==> src/rtl/reg_dest_scoreboard_pkg.sv <==
// Shared defaults and stage-entry type for the destination-register scoreboard.
package reg_dest_scoreboard_pkg;

    localparam int NREGS_DEF      = 32;
    localparam int AW_DEF         = 5;
    localparam int PIPE_DEPTH_DEF = 3;

    localparam logic [AW_DEF-1:0] R0_ADDR = '0;

    typedef struct packed {
        logic              valid;
        logic [AW_DEF-1:0] dest;
    } stage_t;

endpackage

==> src/rtl/reg_dest_scoreboard_dest_decoder.sv <==
// Address-to-one-hot register decoder, output all-zero when disabled.
// Latency: combinational. Backpressure: none.
module dest_decoder #(
    parameter int NREGS = reg_dest_scoreboard_pkg::NREGS_DEF,
    parameter int AW    = reg_dest_scoreboard_pkg::AW_DEF
) (
    input  logic [AW-1:0]    addr,
    input  logic             en,
    output logic [NREGS-1:0] onehot
);

    always_comb begin
        onehot = '0;
        if (en) onehot[addr] = 1'b1;
    end

endmodule

==> src/rtl/reg_dest_scoreboard.sv <==
// In-flight destination tracking: PENDING vector, RAW STALL, one-hot write-back enable.
// Latency: write-back PIPE_DEPTH-1 cycles after an entry first appears; STALL holds issue off.
// Optional macro WB_BYPASS_EN: the write-back stage does not cause a stall.
module reg_dest_scoreboard
    import reg_dest_scoreboard_pkg::*;
#(
    parameter int NREGS      = NREGS_DEF,
    parameter int AW         = AW_DEF,
    parameter int PIPE_DEPTH = PIPE_DEPTH_DEF
) (
    input  logic             CLK,
    input  logic             RST,
    input  logic             ISSUE_VALID,
    input  logic             ISSUE_WEN,
    input  logic [AW-1:0]    ISSUE_DEST,
    input  logic [AW-1:0]    SRC_A,
    input  logic [AW-1:0]    SRC_B,
    input  logic             SRC_A_USED,
    input  logic             SRC_B_USED,
    input  logic             FLUSH,
    output logic             STALL,
    output logic [NREGS-1:0] PENDING,
    output logic             WB_VALID,
    output logic [AW-1:0]    WB_DEST,
    output logic [NREGS-1:0] WB_ONEHOT
);

    stage_t           stg    [PIPE_DEPTH];
    logic [NREGS-1:0] stg_oh [PIPE_DEPTH];
    logic [NREGS-1:0] pend_all;
    logic [NREGS-1:0] pend_hit;
    logic             hit_a;
    logic             hit_b;
    logic             accept;

    for (genvar g = 0; g < PIPE_DEPTH; g++) begin : g_stage_dec
        dest_decoder #(.NREGS(NREGS), .AW(AW)) u_dec (
            .addr   (stg[g].dest),
            .en     (stg[g].valid),
            .onehot (stg_oh[g])
        );
    end

    dest_decoder #(.NREGS(NREGS), .AW(AW)) u_wb_dec (
        .addr   (stg[PIPE_DEPTH-1].dest),
        .en     (stg[PIPE_DEPTH-1].valid),
        .onehot (WB_ONEHOT)
    );

    always_comb begin
        pend_all = '0;
        pend_hit = '0;
        for (int i = 0; i < PIPE_DEPTH; i++) begin
            pend_all = pend_all | stg_oh[i];
`ifdef WB_BYPASS_EN
            // Write-back stage is forwarded, so a consumer may issue alongside it.
            if (i != PIPE_DEPTH-1) pend_hit = pend_hit | stg_oh[i];
`else
            pend_hit = pend_hit | stg_oh[i];
`endif
        end
    end

    assign hit_a    = SRC_A_USED && (SRC_A != R0_ADDR) && pend_hit[SRC_A];
    assign hit_b    = SRC_B_USED && (SRC_B != R0_ADDR) && pend_hit[SRC_B];
    assign STALL    = ISSUE_VALID && (hit_a || hit_b);
    assign accept   = ISSUE_VALID && ISSUE_WEN && (ISSUE_DEST != R0_ADDR) && !STALL && !FLUSH;

    assign PENDING  = {pend_all[NREGS-1:1], 1'b0};
    assign WB_VALID = stg[PIPE_DEPTH-1].valid;
    assign WB_DEST  = stg[PIPE_DEPTH-1].dest;

    // Bubbles carry dest 0 so WB_DEST reads 0 whenever WB_VALID is low.
    always_ff @(posedge CLK) begin
        if (RST || FLUSH) begin
            for (int i = 0; i < PIPE_DEPTH; i++) stg[i] <= '0;
        end else begin
            for (int i = PIPE_DEPTH-1; i > 0; i--) stg[i] <= stg[i-1];
            stg[0].valid <= accept;
            stg[0].dest  <= accept ? ISSUE_DEST : R0_ADDR;
        end
    end

endmodule

==> config.mk <==
export PLATFORM = sky130hd
export DESIGN_NAME = reg_dest_scoreboard
export DESIGN_NICKNAME = d
export VERILOG_FILES = /design/src/rtl/reg_dest_scoreboard_pkg.sv /design/src/rtl/reg_dest_scoreboard_dest_decoder.sv /design/src/rtl/reg_dest_scoreboard.sv
export SDC_FILE = /design/constraint.sdc
export NUM_CORES = 1
export LEC_CHECK = 0
export BUFFER_PORTS_ARGS = -buffer_cell sky130_fd_sc_hd__clkbuf_2
export CORE_MARGIN = 5
export CORE_UTILIZATION = 33
export DETAILED_ROUTE_END_ITERATION = 12
export SLEW_MARGIN = 20
export SYNTH_ARGS = -nofsm -noshare
export SYNTH_HDL_FRONTEND = slang
export SYNTH_SLANG_ARGS = --single-unit
export TNS_END_PERCENT = 20
==> constraint.sdc <==
create_clock -name CLK -period 5.1 [get_ports CLK]
set_input_delay 0.765 -clock CLK [delete_from_list [all_inputs] [get_ports CLK]]
set_output_delay 0.765 -clock CLK [all_outputs]
set_load 0.01 [all_outputs]
==> impl_metrics.ini <==
[run_status]
run_status = finished, final reports clean

[timing]
max_transition_margin = 0.322
post-route-period-util = 0.752
setup_repair_after_global_routing_missed_its_margin = no
fin_ws_ns = 1.27
timing.final.max_slew_violations = 0
clock_skew_ns = 0.000868
worst_pin_slew_ns = 1.00
fmax_mhz = 261
tns_ns = 0
period_minus_slack_ns = 3.83
whs_ns = 0.564
setup_viol_count_final = 0
final_hold_viol_count = 0

[clocking]
clock-sinks = 18
clk_root_buffer_cell = clkbuf_8
cts_setup_buffers = 0
cts_repair_resize_count = 0
clkTransAtPathRegs_ns = 0.06
tritoncts = built
cts.htree.levels = 1
clockBufferDepth = 2
hold_buffers = 0
worstSkewPairLatency_ns = 0.24
cts-buffers-inserted = 3

[synthesis]
synthCells = 299
async_flop_share = 0
synth_fp_nets = 321
postSynthRegisterBits = 18
synth_cell_type_count = 59
synth_sequential_area_ratio = 0.168
synth_enable_flop_cells = 0
synthesis.area_per_instance_um2 = 7.17
synth.yosys.warnings = 0
synth_ff_type = dfxtp_1
post_synth_instance_area_mm2 = 0.00214

[critical_path]
crit_path_max_fanout = 9
crit_family = simple AND/OR/NAND/NOR gates
endpoint_required_time_on_the_critical_path_ns = 4.34
worstSetupStartpoint = stg[0][5]$_SDFF_PP0_
endpoint_kind = output port
crit_slowest_cell = nor4b_1
startpoint_of_the_lowest_slack_register_to_register_path = stg[0][5]$_SDFF_PP0_
maximum_cell_stage_delay_along_the_critical_path_ns = 0.84
start_kind = flop
critPathKind = flop to output port
cp.buffers_inverters = 1
crit_arrival_ns = 3.07
cp_cell_sequence = nor4b_1 -> a221o_1 -> nor2_1 -> a311oi_1 -> o221ai_1 -> nand4_4 -> and2_1 -> clkbuf_2

[cells_and_area]
area.growth.synth_to_final_pct = 23.9
layout_top_registers = stg: 18 flops
drive_gt1_frac = 0.290
insertedDiodeCount = 0
max_reg_flops = 18
max_flop_register = stg
finalNonFillerCells = 449
final_nets = 395

[placed_design]
post-place-cells = 445
finalWeightedCongestion = 1.02
buffer_ports.inserted = 91
place_hpwl_um = 7580
pre_cts_ws_ns = 1.65

[global_route]
first_global_vias = 2539
track_usage = 0.216
grt_overflow_total = 0
grt_pass1_wl_um = 14600
antenna_found_initial = 0
grt_start_max_net_pins = 21

[min_path]
hold_path.startpoint = stg[0][11]$_SDFF_PP0_
hp-class = flop to flop

[die]
dieWidth_um = 90.6
initial_core_util = 0.338
die_h_um = 90.6
io_pins = 93
dieArea_mm2 = 0.00821
row_count = 29
placeable_core_area_mm2 = 0.00635

[pwr]
power_per_cell_area_mw_per_mm2 = 119
highest_ir_drop_seen_on_vdd_v = 0.000190
static-leakage-power_nw = 1.19
finalPower_mw = 0.315

[detailed_routing]
wirelength_um = 9360
post_drt_wl_per_cell_um = 20.9
first_iter_violations = 263
drc_errors = 0
drtAntennaViolNets = 0
drt-pass1-iter-count = 6
via_count = 2835
route.detailed.vias_per_inst = 6.31

[flow_run]
drv.max_cap_violation_count = 0
logic make-up (layout without fill, tap and decap cells):
family / count (synthesis) / count (layout) / share of synthesized area
other: 1 / 1 / 0.00175
AOI/OAI and AO/OA: 89 / 89 / 0.319
and+or+nand+nor: 148 / 148 / 0.398
muxes: 5 / 5 / 0.0409
buffers and inverters: 38 / 111 / 0.0724
DFF: 18 / 18 / 0.168
layout by cell type, fill, tap and decap left out, types with 2 or more instances in the layout:
master | netlist | final
clkbuf_2 | 0 | 91
nor2_1 | 50 | 50
nand2_1 | 18 | 18
dfxtp_1 | 18 | 18
inv_1 | 16 | 16
a221o_1 | 14 | 14
a22oi_1 | 14 | 14
and2_1 | 13 | 13
o21ai_0 | 13 | 13
a21oi_1 | 9 | 9
nand3_1 | 8 | 8
nand2b_1 | 7 | 7
nor2b_1 | 7 | 7
nand4b_1 | 6 | 6
or2_2 | 5 | 5
o221ai_1 | 5 | 5
nor3_1 | 5 | 5
o22ai_1 | 4 | 4
and4b_1 | 4 | 4
nor4bb_1 | 4 | 4
nand3b_1 | 4 | 4
clkbuf_8 | 0 | 4
nand4bb_1 | 3 | 3
o32ai_1 | 3 | 3
o21ai_1 | 3 | 3
o211ai_1 | 3 | 3
mux4_2 | 3 | 3
a311oi_1 | 3 | 3
and4_1 | 2 | 2
and4bb_1 | 2 | 2
nor4b_1 | 2 | 2
mux2i_1 | 2 | 2
a211oi_1 | 2 | 2
o31a_1 | 2 | 2
routing by layer:
metal / wire length [um] / share of wire / vias up / track usage
li1: - / - / 1287 / -
met1: 3880 / 0.41 / 1340 / 0.285
met2: 4400 / 0.47 / 184 / 0.365
met3: 836 / 0.089 / 24 / 0.0300
met4: 255 / 0.027 / 0 / 0.0620
met5: 0 / 0 / - / 0
per-stage QoR:
step           cell area, um^2   util
2_1_floorplan             2140      -
3_3_place_gp              2600  0.409
3_5_place_dp              2600  0.409
4_1_cts                   2660  0.418
5_1_grt                   2660  0.418
6_report                  2660  0.418
cells in the mapped netlist, drive strengths merged, types with 3 or more instances:
cell type  number  area share
buf             8       0.020
and4b           4       0.019
nand2          18       0.032
o22ai           5       0.018
o21ai          16       0.037
nand4b          6       0.025
and4bb          3       0.018
o211ai          3       0.011
and2           13       0.038
o221ai          5       0.020
clkbuf         14       0.025
nand3b          4       0.014
nor4bb          4       0.019
nor3            5       0.012
a221o          14       0.065
nand3           8       0.019
nor2b           7       0.020
o32ai           3       0.012
dfxtp          18        0.17
nor2           51       0.090
a311oi          3       0.012
mux4            3       0.032
nand4bb         3       0.016
nand2b          7       0.020
a21oi           9       0.021
inv            16       0.028
a22oi          14       0.049
or2             5       0.015
where the power goes:
part	switching [mW]	total (mW)	internal [mW]
sequential	0.00234	0.144	0.142
clock	0.0429	0.111	0.0684
combinational	0.0372	0.0600	0.0228
path summary, 6_finish.rpt:
| check | end | slack, ns | cells after the start |
|---|---|---|---|
| worst max-delay path | STALL | 1.27 | 8 |
| worst min-delay path | stg[0][17]$_SDFF_PP0_ | 0.56 | 1 |
| worst max register to register | stg[0][2]$_SDFF_PP0_ | 2.37 | 7 |
| worst min register to register | stg[0][17]$_SDFF_PP0_ | 0.56 | 1 |
layout make-up:
cell class | instances | area (um^2)
clock buffers | 4 | 55.1
repair buffers | 91 | 455
multi-input cells | 243 | 1630
fillers | 694 | 3690
well taps | 77 | 96.3
flip-flops and latches | 18 | 360
inverters | 16 | 60.1
Power figures use the tool's default switching activity.
